### config.mk
export PLATFORM = sky130hd
export DESIGN_NAME = input_conditioner_flat
export DESIGN_NICKNAME = d
export VERILOG_FILES = /design/src/rtl/input_conditioner_pkg.sv /design/src/rtl/input_conditioner_if.sv /design/src/rtl/debounce_vec.sv /design/src/rtl/input_conditioner.sv /design/src/flat_wrapper.sv
export SDC_FILE = /design/constraint.sdc
export NUM_CORES = 1
export LEC_CHECK = 0
export CORE_UTILIZATION = 25
export DETAILED_ROUTE_END_ITERATION = 12
export GPL_TIMING_DRIVEN = 0
export PLACE_DENSITY_LB_ADDON = 0.3
export SETUP_SLACK_MARGIN = 0.4
export SLEW_MARGIN = 5
export SYNTH_ARGS = -nofsm -noshare
export SYNTH_HDL_FRONTEND = slang
export SYNTH_SLANG_ARGS = --single-unit
### constraint.sdc
create_clock -name CLK -period 5.7 [get_ports CLK]
set_input_delay 0.57 -clock CLK [delete_from_list [all_inputs] [get_ports CLK]]
set_output_delay 0.57 -clock CLK [all_outputs]
set_load 0.02 [all_outputs]
### src/rtl/input_conditioner_pkg.sv
// Shared constants and helpers for the input conditioner (synchroniser, debounce, press pulses).
package input_conditioner_pkg;

  localparam int unsigned SYNC_STAGES_DEFAULT     = 2;
  localparam int unsigned DEBOUNCE_CYCLES_DEFAULT = 100000;
  localparam int unsigned REPEAT_CYCLES_DEFAULT   = 5000000;

  // Ceiling log2, floored at 1 so it can always size a counter.
  function automatic int unsigned clog2(input int unsigned value);
    int unsigned result;
    result = 0;
    for (int i = 0; i < 32; i++) begin
      if ((64'd1 << i) < 64'(value)) result = i + 1;
    end
    return (result == 0) ? 1 : result;
  endfunction

endpackage

### src/rtl/input_conditioner_if.sv
// Raw board inputs and conditioned outputs of the input conditioner, bundled as one interface.
interface input_conditioner_if #(
  parameter int unsigned N_DIPs = 16,
  parameter int unsigned N_PBs  = 3
);
  logic [N_DIPs-1:0] DIP_raw;
  logic [N_PBs-1:0]  PB_raw;
  logic [N_DIPs-1:0] DIP;
  logic [N_PBs-1:0]  PB;
  logic [N_PBs-1:0]  PB_pressed;
  logic              DIP_changed;

  modport master (
    output DIP_raw, PB_raw,
    input  DIP, PB, PB_pressed, DIP_changed
  );

  modport slave (
    input  DIP_raw, PB_raw,
    output DIP, PB, PB_pressed, DIP_changed
  );
endinterface

### src/rtl/debounce_vec.sv
// Synchroniser plus shared-counter debouncer for a vector of inputs; pulses changed on each update.
module debounce_vec
  import input_conditioner_pkg::*;
#(
  parameter int unsigned WIDTH           = 1,
  parameter int unsigned SYNC_STAGES     = SYNC_STAGES_DEFAULT,
  parameter int unsigned DEBOUNCE_CYCLES = DEBOUNCE_CYCLES_DEFAULT
) (
  input  logic             clk,
  input  logic             rst_n,
  input  logic [WIDTH-1:0] raw,
  output logic [WIDTH-1:0] stable,
  output logic             changed
);

  localparam int unsigned     CNT_W    = clog2(DEBOUNCE_CYCLES + 1);
  localparam logic [CNT_W-1:0] CNT_LAST = CNT_W'(DEBOUNCE_CYCLES - 1);

  logic [SYNC_STAGES-1:0][WIDTH-1:0] sync_q;
  logic [WIDTH-1:0]                  sync;
  logic [WIDTH-1:0]                  sync_prev_q;
  logic [WIDTH-1:0]                  stable_q, stable_d;
  logic [CNT_W-1:0]                  cnt_q, cnt_d;
  logic                              changed_q, changed_d;

  assign sync    = sync_q[SYNC_STAGES-1];
  assign stable  = stable_q;
  assign changed = changed_q;

  always_ff @(posedge clk or negedge rst_n) begin
    if (!rst_n) begin
      sync_q      <= '0;
      sync_prev_q <= '0;
      stable_q    <= '0;
      cnt_q       <= '0;
      changed_q   <= 1'b0;
    end else begin
      sync_q      <= {sync_q[SYNC_STAGES-2:0], raw};
      sync_prev_q <= sync;
      stable_q    <= stable_d;
      cnt_q       <= cnt_d;
      changed_q   <= changed_d;
    end
  end

  // Any bounce, or agreement with the held value, restarts the count; never wraps.
  always_comb begin
    cnt_d     = cnt_q;
    stable_d  = stable_q;
    changed_d = 1'b0;
    if (sync != sync_prev_q) begin
      cnt_d = '0;
    end else if (sync == stable_q) begin
      cnt_d = '0;
    end else if (cnt_q == CNT_LAST) begin
      stable_d  = sync;
      cnt_d     = '0;
      changed_d = 1'b1;
    end else begin
      cnt_d = cnt_q + 1'b1;
    end
  end

endmodule

### src/rtl/input_conditioner.sv
// Conditions DIP switches and pushbuttons: sync, debounce, press pulses, DIP change pulse.
// Define PB_AUTOREPEAT_EN to add periodic PB_pressed pulses while a button is held.
module input_conditioner
  import input_conditioner_pkg::*;
#(
  parameter int unsigned N_DIPs          = 16,
  parameter int unsigned N_PBs           = 3,
  parameter int unsigned SYNC_STAGES     = SYNC_STAGES_DEFAULT,
  parameter int unsigned DEBOUNCE_CYCLES = DEBOUNCE_CYCLES_DEFAULT,
  parameter int unsigned REPEAT_CYCLES   = REPEAT_CYCLES_DEFAULT
) (
  input  logic                CLK,
  input  logic                RESET,
  input_conditioner_if.slave  bus
);

  if (SYNC_STAGES < 2 || SYNC_STAGES > 4 || DEBOUNCE_CYCLES == 0 || REPEAT_CYCLES == 0)
  begin : g_param_check
    $error("input_conditioner: parameter out of range");
  end

  logic [N_PBs-1:0] pb_stable;
  logic [N_PBs-1:0] pb_changed;
  logic [N_PBs-1:0] pb_press;

  debounce_vec #(
    .WIDTH           (N_DIPs),
    .SYNC_STAGES     (SYNC_STAGES),
    .DEBOUNCE_CYCLES (DEBOUNCE_CYCLES)
  ) u_dip (
    .clk     (CLK),
    .rst_n   (RESET),
    .raw     (bus.DIP_raw),
    .stable  (bus.DIP),
    .changed (bus.DIP_changed)
  );

  for (genvar i = 0; i < N_PBs; i++) begin : g_pb
    debounce_vec #(
      .WIDTH           (1),
      .SYNC_STAGES     (SYNC_STAGES),
      .DEBOUNCE_CYCLES (DEBOUNCE_CYCLES)
    ) u_pb (
      .clk     (CLK),
      .rst_n   (RESET),
      .raw     (bus.PB_raw[i]),
      .stable  (pb_stable[i]),
      .changed (pb_changed[i])
    );
  end

  // A change that leaves the button at 1 is a press; releases are silent.
  assign pb_press = pb_changed & pb_stable;
  assign bus.PB   = pb_stable;

`ifdef PB_AUTOREPEAT_EN
  localparam int unsigned      RPT_W    = clog2(REPEAT_CYCLES);
  localparam logic [RPT_W-1:0] RPT_LAST = RPT_W'(REPEAT_CYCLES - 1);

  logic [N_PBs-1:0][RPT_W-1:0] rpt_cnt_q, rpt_cnt_d;
  logic [N_PBs-1:0]            rpt_pulse_q, rpt_pulse_d;

  always_ff @(posedge CLK or negedge RESET) begin
    if (!RESET) begin
      rpt_cnt_q   <= '0;
      rpt_pulse_q <= '0;
    end else begin
      rpt_cnt_q   <= rpt_cnt_d;
      rpt_pulse_q <= rpt_pulse_d;
    end
  end

  always_comb begin
    rpt_cnt_d   = rpt_cnt_q;
    rpt_pulse_d = '0;
    for (int i = 0; i < N_PBs; i++) begin
      if (!pb_stable[i]) begin
        rpt_cnt_d[i] = '0;
      end else if (rpt_cnt_q[i] == RPT_LAST) begin
        rpt_cnt_d[i]   = '0;
        rpt_pulse_d[i] = 1'b1;
      end else begin
        rpt_cnt_d[i] = rpt_cnt_q[i] + 1'b1;
      end
    end
  end

  // Mask a repeat that would land in the cycle the button reads released.
  assign bus.PB_pressed = pb_press | (rpt_pulse_q & pb_stable);
`else
  assign bus.PB_pressed = pb_press;
`endif

endmodule

### src/flat_wrapper.sv
// flat-port wrapper written by rule: the top's interface ports become plain ports
module input_conditioner_flat import input_conditioner_pkg::*;
#(
  parameter int unsigned N_DIPs          = 16,
  parameter int unsigned N_PBs           = 3,
  parameter int unsigned SYNC_STAGES     = SYNC_STAGES_DEFAULT,
  parameter int unsigned DEBOUNCE_CYCLES = DEBOUNCE_CYCLES_DEFAULT,
  parameter int unsigned REPEAT_CYCLES   = REPEAT_CYCLES_DEFAULT
)
  (CLK, RESET, bus_DIP_raw, bus_PB_raw, bus_DIP, bus_PB, bus_PB_pressed, bus_DIP_changed);
  input_conditioner_if #(.N_DIPs(N_DIPs), .N_PBs(N_PBs)) bus_i ();
  input  logic CLK;
  input  logic RESET;
  input wire logic [$bits(bus_i.DIP_raw)-1:0] bus_DIP_raw;
  input wire logic [$bits(bus_i.PB_raw)-1:0] bus_PB_raw;
  output wire logic [$bits(bus_i.DIP)-1:0] bus_DIP;
  output wire logic [$bits(bus_i.PB)-1:0] bus_PB;
  output wire logic [$bits(bus_i.PB_pressed)-1:0] bus_PB_pressed;
  output wire logic [$bits(bus_i.DIP_changed)-1:0] bus_DIP_changed;
  assign bus_i.DIP_raw = bus_DIP_raw;
  assign bus_i.PB_raw = bus_PB_raw;
  assign bus_DIP = bus_i.DIP;
  assign bus_PB = bus_i.PB;
  assign bus_PB_pressed = bus_i.PB_pressed;
  assign bus_DIP_changed = bus_i.DIP_changed;
  input_conditioner #(.N_DIPs(N_DIPs), .N_PBs(N_PBs), .SYNC_STAGES(SYNC_STAGES), .DEBOUNCE_CYCLES(DEBOUNCE_CYCLES), .REPEAT_CYCLES(REPEAT_CYCLES)) u_core (.CLK(CLK), .RESET(RESET), .bus(bus_i));
endmodule
After elaboration in Yosys (flattened, before gate mapping). Cells that the tools add are included.

Output and inout port bits: 23. Memory bits (read-only): 0. Memories kept: 0. Bits of input ports: 21. Flip-flop bits (word level): 148. Logic and storage cells: 77. Memory bits (writable): 0. Bits in latches: 0.

Bitwise gates (word level): 9. Shifts and indexed selects: 0. Add/sub/neg operators: 4. Div/mod/pow operators: 0. Multiply operators: 0. Reduce and logical (&&, ||, !) cells: 4. Multiplexer cells: 24. Eq/ne operators: 12. Magnitude comparators: 0.

Operator list (number): two-way mux 17 bit (12); adder 17 x 1 -> 17 bit (second input constant) (4); equality test 17 bit (second input constant) (4); equality test 16 bit (1); inequality test 16 bit (1); two-way mux 1 bit (12); AND reduction 3 bit (4); NOT 1 bit (8); AND 3 bit (1); equality test 1 bit (3); inequality test 1 bit (3).

Logic depth before layout (Yosys ltp).
Depth in word-level cells: 4. Depth in mapped cells: 7. Depth with buffers taken out: 6.

By module. From an unflattened synthesis, not the netlist that was laid out.

Cells, all modules: 527. Area, all modules: 6274.8 µm².

Modules (own cells, without submodules): debounce_vec (u_core.g_pb[0].u_pb ...) (seq. area each 550.5 µm², cells an instance 103, instances 3, area an instance 1056.0 µm²); debounce_vec (u_core.u_dip) (seq. area each 2052.0 µm², cells an instance 215, instances 1, area an instance 3088.0 µm²); input_conditioner (seq. area each 0.0 µm², cells an instance 3, instances 1, area an instance 18.8 µm²).

Worst setup path before layout. Ideal clock, no wire load.

Kind: register -> register. Start point: register u_core.u_dip.cnt_q[12]. End point: register u_core.u_dip.stable_q[10] (netlist: u_core.u_dip.stable[10]). Path slack: 3.348 ns. Data arrival time: 2.227 ns. Period minus slack after synthesis: 2.352 ns. Library setup time: 0.125 ns. Stages on the path, launching flop included: 7. Path buffers: 1. Required time: 5.575 ns. Cells stage by stage: dfrtp_1 -> or4b_1 -> or4_4 -> nor3_4 -> nand3_4 -> buf_6 -> mux2_4.

Cells in the longest elaborated chain, start to end: 2.

RTL lines: start, declared (line debounce_vec.sv:23) `logic [CNT_W-1:0] cnt_q, cnt_d;`; start signal, assigned (line debounce_vec.sv:41) `cnt_q <= cnt_d;`; equality test 17 bit (line debounce_vec.sv:55) `end else if (cnt_q == CNT_LAST) begin`; AND reduction 3 bit (no source line); end signal, assigned (line debounce_vec.sv:40) `stable_q <= stable_d;`; end, declared (line debounce_vec.sv:22) `logic [WIDTH-1:0] stable_q, stable_d;`.

Every way passes these cells. A chain may end at the register's enable or synchronous reset.

Worst setup path after layout.
Start point: register u_core.u_dip.cnt_q[12]. End point: register u_core.u_dip.cnt_q[12].

Cells in the longest elaborated chain, start to end: 4. Elaborated cells between the ends (all ways): 5. Classes of those cells: add/sub (1); eq/ne (1); mux (3).

RTL lines: adder 17 x 1 -> 17 bit or equality test 17 bit (tied branches) (line debounce_vec.sv:60, debounce_vec.sv:55); two-way mux 17 bit * (line debounce_vec.sv:55); two-way mux 17 bit * (line debounce_vec.sv:53) `end else if (sync == stable_q) begin`; two-way mux 17 bit * (line debounce_vec.sv:51) `if (sync != sync_prev_q) begin`; named net u_core.u_dip.cnt_d[12] (line debounce_vec.sv:23).

Mark *: on every way through the listed nets, which the timed path passes. The rest lies on a longest branch.

==> flow_summary.json <==
{
  "slew_violations": 0,
  "synth_ff_type": "dfrtp_1",
  "drive_above_1_share_pct": 10.2,
  "rsz0062_at_grt": "false",
  "synth_compound_area_share_pct": 0.251,
  "fin_area_mm2": 0.00745,
  "nets": 590,
  "place_area_mm2": 0.00684,
  "synthMuxAreaShare_pct": 4.20,
  "yosys.area_share.xor_xnor_pct": 13.5,
  "n_fill_cell": 2359,
  "period_needed_ns": 2.52,
  "pwr-share-seq_pct": 46.8,
  "endpoint_kind": "flop",
  "synth.distinct_cells": 32,
  "path_max_fanout": 10,
  "vias": 3718,
  "hold_violations": 0,
  "die_x_um": 157,
  "portBuffers": 43,
  "antenna_left": 0,
  "via_per_inst": 4.15,
  "clock_path_buffers": 2,
  "diodes": 0,
  "syn_area_mm2": 0.00598,
  "hold_path.class": "primary input to async pin",
  "yosys-top-cells-area": "dfrtp_1, xor2_1, xnor2_1, nor2_1, mux2_4",
  "drc_errors": 0,
  "dpl.cell_count": 865,
  "ir_drop_uv": 158,
  "cts_tree": "yes",
  "rows": 56,
  "power_w": 0.00233,
  "wl_mm": 11.1,
  "start_kind": "flop",
  "p_switching_w": 0.000496,
  "start_util_pct": 25.5,
  "powerDensity_mw_per_mm2": 312,
  "grt_pass1_vias": 3896,
  "seq_area_mm2": 0.00370,
  "critPathKind": "flop to flop",
  "synth_edf_count": 0,
  "switching_share_pct": 21.3,
  "post-route-period-util_pct": 44.2,
  "die_h_um": 157,
  "ctsResizeCount": 0,
  "ys_ff_latch": 148,
  "wl_per_cell_um": 12.4,
  "post_cts_buffers": 0,
  "routabilityCongestion": 0.792,
  "root_buffer": "clkbuf_16",
  "holdBufCountCts": 0,
  "drv_cap": 0,
  "cts_buffers": 17,
  "synth_seq_area_share_pct": 61.9,
  "fmax_mhz": 397,
  "cts_htree_levels": 4,
  "synthArstFlopShare_pct": 100,
  "p_int_w": 0.00183,
  "die_area_mm2": 0.0246,
  "grt_pass1_wl_mm": 19.3,
  "synth_adder_area_share_pct": 0.837,
  "multi_input_area_mm2": 0.00220,
  "p_comb_share_pct": 2.7,
  "fin_cells": 896,
  "status": "completed",
  "critical_path_arrival_ns": 2.82,
  "grt_use_total_pct": 10.3,
  "synth_common_cells": "dfrtp_1, nor2_1, xor2_1, xnor2_1, nand2_1",
  "setup_slack_ns": 3.18,
  "core_mm2": 0.0235,
  "synth_top_area_cell": "dfrtp_1",
  "leakage_nw": 3.13,
  "drt_first_iter_violations": 126,
  "syn_to_final_growth_pct": 24.6,
  "finClkSkew_ns": 0.00883,
  "clockPowerShare_pct": 50.4,
  "syn_area_per_cell_um2": 11.9,
  "worstMarginPinSlew_ns": 0.751,
  "netlist_instances": 502,
  "overflow": 0,
  "dp_hpwl_mm": 7.46,
  "cts.reportedPaths.clkPinSlew_ns": 0.06,
  "worstPathRequired_ns": 6.00,
  "syn_nets": 527,
  "finalSetupViolCount": 0,
  "synth_top_area_share_pct": 61.9,
  "yosysWarnings": 0,
  "synth_top_family_by_area": "simple AND/OR/NAND/NOR gates",
  "antenna_found_initial": 0,
  "drt_first_pass_iters": 4,
  "synthSimpleGateAreaFrac_pct": 18.0,
  "dpl_worst_slack_ns": 3.16,
  "maxSlewHeadroom_pct": 49.5,
  "ios": 44,
  "clk_latency_ns": 0.42,
  "numClockSinks": 148,
  "synth.most_common_cell": "dfrtp_1",
  "grt_max_degree": 84
}
[power by group through the flow]
| stage | registers (W) | logic [W] | clock network [W] |
|---|---|---|---|
| after floorplan | 0.00110 | 0.0000227 | 0 |
| after global placement | 0.00111 | 0.0000628 | 0 |
| after detailed placement | 0.00111 | 0.0000664 | 0 |
| after CTS | 0.00109 | 0.0000669 | 0.00122 |
| after global routing | 0.00109 | 0.0000733 | 0.00126 |
| final | 0.00109 | 0.0000635 | 0.00117 |
[registers in the layout (all words and copies together) (netlist names)]
register and count:
u_core.u_dip.sync 16, u_core.g_pb.u_pb.sync_q 3, u_core.g_pb.u_pb.cnt_q 51, u_core.g_pb.u_pb.changed 3
u_core.u_dip.sync_q 16, u_core.u_dip.sync_prev_q 16, u_core.g_pb.u_pb.sync 3, u_core.u_dip.cnt_q 17
u_core.u_dip.changed 1, u_core.u_dip.stable 16, u_core.g_pb.u_pb.stable 3, u_core.g_pb.u_pb.sync_prev_q 3
[area by class of cell]
class	count	share of cell area (%)
tap	319	5.36
inverter	7	0.353
multi-input combinational	338	29.5
sequential	148	49.7
buffer	9	0.722
clock inverter	12	2.42
timing repair buffer	44	6.16
clock buffer	19	5.81
[placed cells by master, fill, tap and decap left out, types with 3 or more instances in the layout]
cell               n
dfrtp_1          148
buf_4              3
clkinvlp_4         5
nand2_1           30
clkbuf_16         17
xnor2_1           42
nand3_1           28
clkdlybuf4s50_1   42
and3_1            11
xor2_1            50
nor4_1            10
nor2_1            87
and4_1             3
nand4_1           19
ha_1               4
and2_1             5
inv_1              7
nor3_1            15
clkbuf_1           6
mux2_4            10
bufinv_16          4
mux2_2             9
[metal layers]
metal | share of wire [%] | vias to the layer above | track usage (%)
li1 | - | 1812 | -
met1 | 48 | 1833 | 12.7
met2 | 46 | 54 | 16.2
met3 | 3.7 | 19 | 3.24
met4 | 1.8 | 0 | 4.72
met5 | 0 | - | 0
[cell families (layout without fill, tap and decap cells)]
logic type,Yosys count,after routing
mux,19,19
compound gates,3,3
buf+inv,16,91
flops,148,148
simple gates,220,220
fa+ha+maj,4,4
xor+xnor,92,92
[path summary, 6_finish.rpt]
path                                         start                             to  slack [ns]  depth (start not counted)
max                         u_core.u_dip.cnt_q[12]         u_core.u_dip.cnt_q[12]        3.18                          6
min                                          RESET         u_core.u_dip.stable[9]        0.21                          1
max in group asynchronous                    RESET  u_core.g_pb[0].u_pb.cnt_q[14]        4.70                          2
min reg2reg                u_core.u_dip.sync_q[11]          u_core.u_dip.sync[11]        0.35                          0
min in group CLK           u_core.u_dip.sync_q[11]          u_core.u_dip.sync[11]        0.35                          0
max reg2reg                 u_core.u_dip.cnt_q[12]         u_core.u_dip.cnt_q[12]        3.18                          6
[through the flow]
step                      util [%]  setup TNS [ns]  hold WS, ns
after floorplan                  -               0        0.274
after global placement        29.0         -262.96        0.335
after detailed placement      29.1               0        0.335
after CTS                     31.8               0        0.228
after global routing          31.8               0        0.259
final                         31.8               0        0.206
[worst max-delay path, stage by stage, from the launching register on]
cell,delay [ns]
dfrtp_1,0.42
or4b_1,0.54
or4_4,0.52
or3_1,0.39
nand3_1,0.20
buf_2,0.26
nor2_1,0.07
Power figures use the tool's default switching activity.
